--- config.mk ---
export PLATFORM = sky130hd
export DESIGN_NAME = regfile_bist_flat
export DESIGN_NICKNAME = d
export VERILOG_FILES = /design/src/rtl/regfile_bist_pkg.sv /design/src/rtl/regfile_bist_if.sv /design/src/rtl/regfile_bist_pat.sv /design/src/rtl/regfile_bist.sv /design/src/flat_wrapper.sv
export SDC_FILE = /design/constraint.sdc
export NUM_CORES = 1
export LEC_CHECK = 0
export ABC_AREA = 1
export CAP_MARGIN = 10
export CORE_ASPECT_RATIO = 1.75
export CORE_UTILIZATION = 45
export DETAILED_ROUTE_END_ITERATION = 7
export PLACE_DENSITY = 0.72
export SLEW_MARGIN = 10
export SYNTH_ARGS = -nofsm -noshare
export SYNTH_HDL_FRONTEND = slang
export SYNTH_SLANG_ARGS = --single-unit
--- constraint.sdc ---
create_clock -name clk -period 2.4 [get_ports clk]
set_input_delay 0.48 -clock clk [delete_from_list [all_inputs] [get_ports clk]]
set_output_delay 0.48 -clock clk [all_outputs]
set_load 0.01 [all_outputs]
--- src/rtl/regfile_bist_pkg.sv ---
// ============================================================================
// Module      : regfile_bist_pkg
// Description : Shared types and defaults for the register-file BIST
//               controller: state encoding, pattern mode codes and default
//               geometry.
// Revision    : 1.0 - initial release
// ============================================================================
`default_nettype none

package regfile_bist_pkg;

    localparam int DEFAULT_AW    = 3;
    localparam int DEFAULT_DW    = 32;
    localparam int DEFAULT_DEPTH = 8;

    typedef enum logic [2:0] {
        ST_IDLE  = 3'd0,
        ST_WRITE = 3'd1,
        ST_READ  = 3'd2,
        ST_DRAIN = 3'd3,
        ST_DONE  = 3'd4
    } state_t;

    typedef enum logic [1:0] {
        MODE_CONST = 2'd0,
        MODE_XOR   = 2'd1,
        MODE_ALT   = 2'd2,
        MODE_ROT   = 2'd3
    } mode_t;

endpackage

`default_nettype wire

--- src/rtl/regfile_bist_if.sv ---
// ============================================================================
// Module      : regfile_bist_if
// Description : Register-file write/read port bundle. The BIST controller is
//               the master; the register file is the slave.
// Revision    : 1.0 - initial release
// ============================================================================
`default_nettype none

interface regfile_bist_if
    import regfile_bist_pkg::*;
#(
    parameter int AW = DEFAULT_AW,
    parameter int DW = DEFAULT_DW
) ();

    logic          rf_we;
    logic [AW-1:0] rf_wAddr;
    logic [DW-1:0] rf_wData;
    logic          rf_re;
    logic [AW-1:0] rf_rAddr;
    logic [DW-1:0] rf_rData;

    modport master (
        output rf_we,
        output rf_wAddr,
        output rf_wData,
        output rf_re,
        output rf_rAddr,
        input  rf_rData
    );

    modport slave (
        input  rf_we,
        input  rf_wAddr,
        input  rf_wData,
        input  rf_re,
        input  rf_rAddr,
        output rf_rData
    );

endinterface

`default_nettype wire

--- src/rtl/regfile_bist_pat.sv ---
// ============================================================================
// Module      : regfile_bist_pat
// Description : Combinational test-pattern generator pat(mode, seed, addr).
// Revision    : 1.0 - initial release
// ============================================================================
`default_nettype none

module regfile_bist_pat
    import regfile_bist_pkg::*;
#(
    parameter int AW = DEFAULT_AW,
    parameter int DW = DEFAULT_DW
) (
    input  mode_t         mode_i,
    input  logic [DW-1:0] seed_i,
    input  logic [AW-1:0] addr_i,
    output logic [DW-1:0] pat_o
);

    logic [DW-1:0]   w_addr_ext;
    logic [2*DW-1:0] w_rot_dbl;

    assign w_addr_ext = DW'(addr_i);
    // Shifting a doubled copy left leaves the rotated word in the upper half.
    assign w_rot_dbl  = {seed_i, seed_i} << addr_i;

    // Select the pattern for this address according to the latched mode.
    always_comb begin
        pat_o = seed_i;
        case (mode_i)
            MODE_CONST: pat_o = seed_i;
            MODE_XOR:   pat_o = seed_i ^ w_addr_ext;
            MODE_ALT:   pat_o = addr_i[0] ? ~seed_i : seed_i;
            MODE_ROT:   pat_o = w_rot_dbl[2*DW-1:DW];
        endcase
    end

endmodule

`default_nettype wire

--- src/rtl/regfile_bist.sv ---
// ============================================================================
// Module      : regfile_bist
// Description : Register-file BIST controller. Writes a generated pattern to
//               every entry, reads it back through a one-stage compare
//               pipeline and reports pass/fail plus first-failure details.
// Revision    : 1.0 - initial release
// ============================================================================
`default_nettype none

module regfile_bist
    import regfile_bist_pkg::*;
#(
    parameter int AW    = DEFAULT_AW,
    parameter int DW    = DEFAULT_DW,
    parameter int DEPTH = DEFAULT_DEPTH
) (
    input  logic          clk,
    input  logic          reset_n,
    input  logic          start,
    input  logic [1:0]    mode,
    input  logic [DW-1:0] seed,
    output logic          busy,
    output logic          done,
    output logic          pass,
    output logic [AW:0]   err_count,
    output logic [AW-1:0] fail_addr,
    output logic [DW-1:0] fail_data,
    regfile_bist_if.master rf
);

    localparam logic [AW-1:0] LAST_ADDR = AW'(DEPTH - 1);
    localparam logic [AW:0]   ERR_MAX   = '1;

    state_t        state_q;
    mode_t         mode_q;
    logic [DW-1:0] seed_q;
    logic [AW-1:0] addr_q;
    logic          cmp_valid_q;
    logic [AW-1:0] cmp_addr_q;
    logic [AW:0]   err_count_q;
    logic [AW-1:0] fail_addr_q;
    logic [DW-1:0] fail_data_q;
    logic          pass_q;
    logic          busy_q;
    logic          done_q;
    logic          we_q;
    logic          re_q;

    logic [AW:0]   err_count_d;
    logic [AW-1:0] fail_addr_d;
    logic [DW-1:0] fail_data_d;
    logic [DW-1:0] w_wr_pat;
    logic [DW-1:0] w_exp_pat;

    regfile_bist_pat #(.AW(AW), .DW(DW)) u_pat_wr (
        .mode_i (mode_q),
        .seed_i (seed_q),
        .addr_i (addr_q),
        .pat_o  (w_wr_pat)
    );

    regfile_bist_pat #(.AW(AW), .DW(DW)) u_pat_exp (
        .mode_i (mode_q),
        .seed_i (seed_q),
        .addr_i (cmp_addr_q),
        .pat_o  (w_exp_pat)
    );

    // Compare stage: count mismatches (saturating) and capture the first one.
    always_comb begin
        err_count_d = err_count_q;
        fail_addr_d = fail_addr_q;
        fail_data_d = fail_data_q;
        if (cmp_valid_q && (rf.rf_rData != w_exp_pat)) begin
            if (err_count_q == '0) begin
                fail_addr_d = cmp_addr_q;
                fail_data_d = rf.rf_rData;
            end
            if (err_count_q != ERR_MAX) begin
                err_count_d = err_count_q + 1'b1;
            end
        end
    end

    // Sequencer: state, address counter, compare pipeline and result registers.
    always_ff @(posedge clk or negedge reset_n) begin
        if (!reset_n) begin
            state_q     <= ST_IDLE;
            mode_q      <= MODE_CONST;
            seed_q      <= '0;
            addr_q      <= '0;
            cmp_valid_q <= 1'b0;
            cmp_addr_q  <= '0;
            err_count_q <= '0;
            fail_addr_q <= '0;
            fail_data_q <= '0;
            pass_q      <= 1'b0;
            busy_q      <= 1'b0;
            done_q      <= 1'b0;
            we_q        <= 1'b0;
            re_q        <= 1'b0;
        end else begin
            done_q      <= 1'b0;
            cmp_valid_q <= 1'b0;
            err_count_q <= err_count_d;
            fail_addr_q <= fail_addr_d;
            fail_data_q <= fail_data_d;
            case (state_q)
                ST_IDLE: begin
                    if (start) begin
                        mode_q      <= mode_t'(mode);
                        seed_q      <= seed;
                        err_count_q <= '0;
                        fail_addr_q <= '0;
                        fail_data_q <= '0;
                        pass_q      <= 1'b0;
                        addr_q      <= '0;
                        busy_q      <= 1'b1;
                        we_q        <= 1'b1;
                        state_q     <= ST_WRITE;
                    end
                end
                ST_WRITE: begin
                    if (addr_q == LAST_ADDR) begin
                        addr_q  <= '0;
                        we_q    <= 1'b0;
                        re_q    <= 1'b1;
                        state_q <= ST_READ;
                    end else begin
                        addr_q <= addr_q + 1'b1;
                    end
                end
                ST_READ: begin
                    cmp_valid_q <= 1'b1;
                    cmp_addr_q  <= addr_q;
                    if (addr_q == LAST_ADDR) begin
                        addr_q  <= '0;
                        re_q    <= 1'b0;
                        state_q <= ST_DRAIN;
                    end else begin
                        addr_q <= addr_q + 1'b1;
                    end
                end
                ST_DRAIN: begin
                    // The final compare retires now, so use its outcome.
                    pass_q  <= (err_count_d == '0);
                    busy_q  <= 1'b0;
                    done_q  <= 1'b1;
                    state_q <= ST_DONE;
                end
                ST_DONE: begin
                    state_q <= ST_IDLE;
                end
                default: begin
                    state_q <= ST_IDLE;
                end
            endcase
        end
    end

    assign busy      = busy_q;
    assign done      = done_q;
    assign pass      = pass_q;
    assign err_count = err_count_q;
    assign fail_addr = fail_addr_q;
    assign fail_data = fail_data_q;

    // Bus outputs are forced to zero whenever their port is inactive.
    assign rf.rf_we    = we_q;
    assign rf.rf_wAddr = we_q ? addr_q : '0;
    assign rf.rf_wData = we_q ? w_wr_pat : '0;
    assign rf.rf_re    = re_q;
    assign rf.rf_rAddr = re_q ? addr_q : '0;

endmodule

`default_nettype wire

--- src/flat_wrapper.sv ---
// flat-port wrapper written by rule: the top's interface ports become plain ports
module regfile_bist_flat import regfile_bist_pkg::*;
#(
    parameter int AW    = DEFAULT_AW,
    parameter int DW    = DEFAULT_DW,
    parameter int DEPTH = DEFAULT_DEPTH
)
  (clk, reset_n, start, mode, seed, busy, done, pass, err_count, fail_addr, fail_data, rf_rf_we, rf_rf_wAddr, rf_rf_wData, rf_rf_re, rf_rf_rAddr, rf_rf_rData);
  regfile_bist_if #(.AW(AW), .DW(DW)) rf_i ();
  input  logic clk;
  input  logic reset_n;
  input  logic start;
  input  logic [1:0] mode;
  input  logic [DW-1:0] seed;
  output logic busy;
  output logic done;
  output logic pass;
  output logic [AW:0] err_count;
  output logic [AW-1:0] fail_addr;
  output logic [DW-1:0] fail_data;
  output wire logic [$bits(rf_i.rf_we)-1:0] rf_rf_we;
  output wire logic [$bits(rf_i.rf_wAddr)-1:0] rf_rf_wAddr;
  output wire logic [$bits(rf_i.rf_wData)-1:0] rf_rf_wData;
  output wire logic [$bits(rf_i.rf_re)-1:0] rf_rf_re;
  output wire logic [$bits(rf_i.rf_rAddr)-1:0] rf_rf_rAddr;
  input wire logic [$bits(rf_i.rf_rData)-1:0] rf_rf_rData;
  assign rf_rf_we = rf_i.rf_we;
  assign rf_rf_wAddr = rf_i.rf_wAddr;
  assign rf_rf_wData = rf_i.rf_wData;
  assign rf_rf_re = rf_i.rf_re;
  assign rf_rf_rAddr = rf_i.rf_rAddr;
  assign rf_i.rf_rData = rf_rf_rData;
  regfile_bist #(.AW(AW), .DW(DW), .DEPTH(DEPTH)) u_core (.clk(clk), .reset_n(reset_n), .start(start), .mode(mode), .seed(seed), .busy(busy), .done(done), .pass(pass), .err_count(err_count), .fail_addr(fail_addr), .fail_data(fail_data), .rf(rf_i));
endmodule
# After elaboration in Yosys (flattened, before gate mapping)
# Cells that the tools add are included.
# op_classes
addsub	2
eq_ne	12
shifts	2
mux	36
n_bitwise	3
reduce_logical	16
# op_table
cell	n
case mux 32 bit (4 select lines)	2
two-way mux 32 bit	7
left shift 64 x 3 -> 64 bit	2
XOR 32 x 3 -> 32 bit	2
two-way mux 3 bit	11
inequality test 32 bit	1
inverter 32 bit	1
two-way mux 4 bit	4
case mux 3 bit (4 select lines)	1
AND reduction 3 bit	3
logical NOT 4 bit	2
case mux 1 bit (2 select lines)	4
nonzero test 2 bit	4
equality test 3 x 2 -> 1 bit (second input constant)	2
two-way mux 1 bit	6
case mux 3 bit (2 select lines)	1
AND reduction 2 bit	3
adder 4 x 1 -> 4 bit (second input constant)	1
equality test 2 bit (second input constant)	2
inequality test 2 x 1 -> 1 bit (second input constant)	2
inequality test 4 bit (second input constant)	1
adder 3 x 1 -> 3 bit (second input constant)	1
equality test 3 x 1 -> 1 bit (second input constant)	1
equality test 3 bit (second input constant)	1
6 further kinds	6
# word_totals
regBits	88
input_bits	69
output_inout_bits	82
elab_cells	85

# Longest topological paths before layout
# depth
ltp_word	8
depth_mapped	24
ltp_nobuf	22

# Cells and area by module
# From an unflattened synthesis, not the netlist that was laid out.
# unflattened
hier_cells	1463
hier_area_um2	8605.8
# by_module_without_submodules
mod	instances	cells_each	area_per_inst_um2	seq_area_each_um2
regfile_bist	1	579	4421.7	2202.1
regfile_bist_pat	2	442	2092.0	0.0

# Least setup slack after synthesis
# No wires, ideal clock.
# synth_timing
path_kind	register to output
startpoint	register u_core.mode_q[0]
endpoint	output port rf_rf_wData[11]
arrival_time_ps	1896
required_ps	1920
path_slack_ps	24
path_stages_with_launch	7
n_path_buf	3
path_cell_list	dfrtp_1 > nor2_1 > buf_2 > buf_1 > buf_1 > nand3_1 > a311oi_1
# synth_via
elab_chain_cells	3
word_cells_on_any_way	6
cone_classes	3 x eq/ne; 2 x mux; 1 x reduce/logical
# synth_lines
element	line	text
start: declaration	regfile_bist.sv:35	mode_t mode_q;
start signal: assignment	regfile_bist.sv:111	mode_q <= mode_t'(mode);
equality test 2 bit, or another cell as far along	regfile_bist_pat.sv:30	case (mode_i)
case mux 32 bit (4 select lines) *	regfile_bist_pat.sv:30	
two-way mux 32 bit *	regfile_bist.sv:171	assign rf.rf_wData = we_q ? w_wr_pat : '0;
end: declaration	flat_wrapper.sv:23	output wire logic [$bits(rf_i.rf_wData)-1:0] rf_rf_wData;
# Every way passes the cells marked *; elsewhere a longest branch is shown, timed or not.

# Worst setup path in the final report
# layout_timing
startpoint	register u_core.cmp_addr_q[0]
endpoint	register u_core.fail_data_q[4], in the netlist u_core.fail_data[4]
# layout_via
elab_chain_cells	7
word_cells_on_any_way	9
cone_classes	1 x eq/ne; 1 x shift; 5 x mux; 1 x bitwise; 1 x reduce/logical
# layout_lines
element	line	text
start: declaration	regfile_bist.sv:39	logic [AW-1:0] cmp_addr_q;
start signal: assignment	regfile_bist.sv:135	cmp_addr_q <= addr_q;
left shift 64 x 3 -> 64 bit, or another cell as far along	regfile_bist_pat.sv:25	assign w_rot_dbl = {seed_i, seed_i} << addr_i;
case mux 32 bit (4 select lines) *	regfile_bist_pat.sv:30	
inequality test 32 bit *	regfile_bist.sv:74	if (cmp_valid_q && (rf.rf_rData != w_exp_pat)) begin
logical AND 1 bit *	regfile_bist.sv:74	
two-way mux 32 bit *	regfile_bist.sv:74	
two-way mux 32 bit	regfile_bist.sv:110	if (start) begin
two-way mux 32 bit *	regfile_bist.sv:108	case (state_q)
end signal: assignment	regfile_bist.sv:107	fail_data_q <= fail_data_d;
end: declaration	regfile_bist.sv:42	logic [DW-1:0] fail_data_q;
# Marked as above.
# A chain may end at the register's enable or synchronous reset.

==> impl_metrics.csv <==
group,metric,value,unit
grt,grt-ovfl-total,0,
routing,finalWirelength,41.26,mm
synthesis,ys_types,30,
grt,grt_max_degree,74,
synthesis,synthesis.area,0.008457,mm²
run_status,outcome,"finished with violations",
critical_path,rr_worst_depth,22,
synthesis,ys_async_sr_fraction,100.0,%
placed_design,dp_cells,2082,
clock_network,ctsHtreeMaxLevel,3,
sta,report.final.slew_viol_count,0,
floorplanning,die_w,105.6,µm
pwr,p_per_area,1745,mW/mm²
critical_path,cp.required,2.65,ns
hold_path,hold_path.class,"primary input to async pin",
critical_path,start_kind,"flop",
synthesis,synth_cells,1491,
critical_path,cp_slowest_stage_delay,0.55,ns
synthesis,syn-num-nets,1564,
critical_path,worstPathArrival,3.20,ns
routing,via_per_inst,5.788,
routing,vias,12369,
pwr,p_leak,7.374,nW
finish,final_common_cell,"nand2_1",
sta,rsz0062_at_grt,"yes",
synthesis,yosysTopAreaCellShare,26.04,%
sta,worst_pin_slew,0.8251,ns
finish,final_area,0.01516,mm²
sta,fin_crit,2.951,ns
routing,drtIter0Drc,1308,
finish,post-route-util,81.98,%
synthesis,avgSynthCellArea,5.672,µm²
critical_path,reg2reg_slack,-0.55,ns
run_status,violations,"setup timing",
floorplanning,coreArea,0.01850,mm²
placed_design,placed_area,0.01233,mm²
synthesis,synth-main-ff-cell,"dfrtp_1",
clock_network,clock-sinks,88,
critical_path,crit_fanout,15,
floorplanning,start_util,45.72,%
routing,post_drt_wl_per_cell,19.31,µm
synthesis,synth_area_leaders,"dfrtp_1, nand2_1, nand3_1",
finish,stdcell_count,2137,
critical_path,crit_chain,"clkinv_4, buf_16, nand2_1, nand3_1, nand3_1, nand2_1, nand2_1, nand2_1, nand2_1, nand2_1, nand2_1, inv_1, nand2_1, nor2_1, nand2_1, nor2_4, nand2_4, nand4_4, buf_6, buf_16, o21ai_1, a21oi_2",
synthesis,synth_warnings,0,
sta,fin_crit_sh,123.0,%
grt,grtUsageTotal,39.05,%
routing,drtAntennaViolNets,0,
finish,drive_above_1_share,40.13,%
finish,diodes,0,
critical_path,endpoint_kind,"flop",
clock_network,cts-root-buf,"clkbuf_16",
clock_network,cts_tree,"done",
floorplanning,dieArea,0.01937,mm²
floorplanning,die_h,183.4,µm
placed_design,port_buffers,150,
floorplanning,row_count,66,
critical_path,crit_path_frequent_cell,"nand2_1",
critical_path,cpMaxStageDelayCell,"dfrtp_2",
synthesis,ys_ff_latch,88,
clock_network,ctsHoldBuffers,0,
grt,grt_pass1_wl,59.15,mm
sta,clock_skew,0.01079,ns
finish,syn_to_final_growth,79.32,%
pwr,total_power,26.46,mW
critical_path,critPathKind,"flop to flop",
grt,antenna_found_initial,0,
finish,final_net_count,1967,
sta,finalSetupViolations,72,
placed_design,gp_congestion,1.047,
critical_path,cp_num_buf_inv,5,
flow_run,maxCapViolations,0,
critical_path,path_delay_family,"simple AND/OR/NAND/NOR gates",
grt,grt_pass1_vias,11394,
sta,final.setup.tns,-27.26,ns
sta,clock.fmax,338.8,MHz
synthesis,synth_edf_count,0,
sta,slew-limit-headroom,44.57,%
clock_network,path_clk_slew,0.07,ns
floorplanning,io-pin-count,151,
finish,fillers,1199,
placed_design,place.detailed.hpwl,26.69,mm
sta,fin_ws,-0.5515,ns
clock_network,cts_buffer_depth,2,
pwr,vdd_ir_drop_max,0.001491,V
critical_path,crit_cells,22,
sta,finalHoldViolCount,0,
finish,mostFrequentLayoutCells,"nand2_1, buf_4, inv_1",
clock_network,cts_buffers,9,
routing,drc_errors,0,
clock_network,clk_latency,0.36,ns
synthesis,ys_seq_area_share,26.04,%
synthesis,yosys.area.top_type,"dfrtp_1",
routing,first_pass_iters,8,
==> repair_timing <==
action	4_1_cts	5_1_grt
gates resized for setup	466	267
cloned	15	1
setup endpoints to repair	72	72
buffers inserted	16	16
pin swaps	76	103
==> registers in the layout, summed over array words and instances, names as in the netlist, 2 cells and up <==
name               count
u_core.fail_data      32
u_core.seed_q         32
u_core.err_count       4
u_core.addr_q          3
u_core.cmp_addr_q      3
u_core.fail_addr       3
u_core.state_q         3
u_core.mode_q          2
==> cell usage after synthesis, types with 10 or more instances <==
master	number
a21oi_1	73
nand2_1	520
o21ai_1	55
buf_2	28
a311oi_1	29
o21ai_0	132
clkbuf_1	42
nor2_1	54
buf_1	13
inv_1	180
dfrtp_1	88
nand3_1	211
nand3b_1	10
==> kinds of logic after synthesis <==
family                     share of synthesized area, %
muxes                                            0.3551
AOI/OAI and AO/OA                                 19.83
adders and majority gates                        0.5918
xor gates and xnor gates                         0.2072
DFF                                               26.04
buffers and inverters                             13.23
and+or+nand+nor                                   39.75
==> layer usage <==
layer  global-route usage [%]  share of wire (%)  up-vias
li1                         -                  -     5682
met1                    48.63                 38     5692
met2                    67.11                 48      797
met3                    3.945                7.6      198
met4                    18.94                5.8        0
met5                        0                  0        -
==> worst register-to-register path, delay by kind of cell, from the launching register on <==
family | cells | cell delay [ns]
buf+inv | 5 | 0.78
compound gates | 2 | 0.26
simple gates | 15 | 1.24
flops | 1 | 0.55
==> report_power, final <==
group	switching, mW	internal (mW)	total (mW)
Combinational	12.3	9.87	22.2
Sequential	0.754	2.15	2.90
Clock	0.660	0.735	1.39
Total	13.7	12.8	26.5
==> metrics by stage <==
step | worst slack (ns) | hold WS, ns
4_1_cts | -0.3828 | 0.04443
2_1_floorplan | 0.02399 | 0.1844
3_5_place_dp | -0.5418 | 0.4273
5_1_grt | -0.6562 | 0.05346
6_report | -0.5515 | 0.03982
3_3_place_gp | -0.5487 | 0.4252
==> cell type report <==
class | count | area [µm²] | area share [%]
clock buffer | 10 | 239.0 | 1.576
tap | 238 | 297.8 | 1.964
timing repair inverter | 1 | 6.256 | 0.04125
inverter | 191 | 726.9 | 4.794
clock inverter | 6 | 43.79 | 0.2888
multi-input combinational | 1122 | 6978 | 46.01
sequential | 88 | 2206 | 14.55
timing repair buffer | 481 | 4667 | 30.78
==> path summary, 6_finish.rpt <==
| path | startpoint | to |
|---|---|---|
| min in group clk | u_core.state_q[2] | u_core.state_q[2] |
| setup / recovery | u_core.cmp_addr_q[0] | u_core.fail_data[4] |
| hold / removal | reset_n | u_core.rf.rf_we |
| setup reg to reg | u_core.cmp_addr_q[0] | u_core.fail_data[4] |
| hold reg to reg | u_core.state_q[2] | u_core.state_q[2] |
| max in group asynchronous | reset_n | u_core.seed_q[15] |
(Power assumes the default switching activity.)
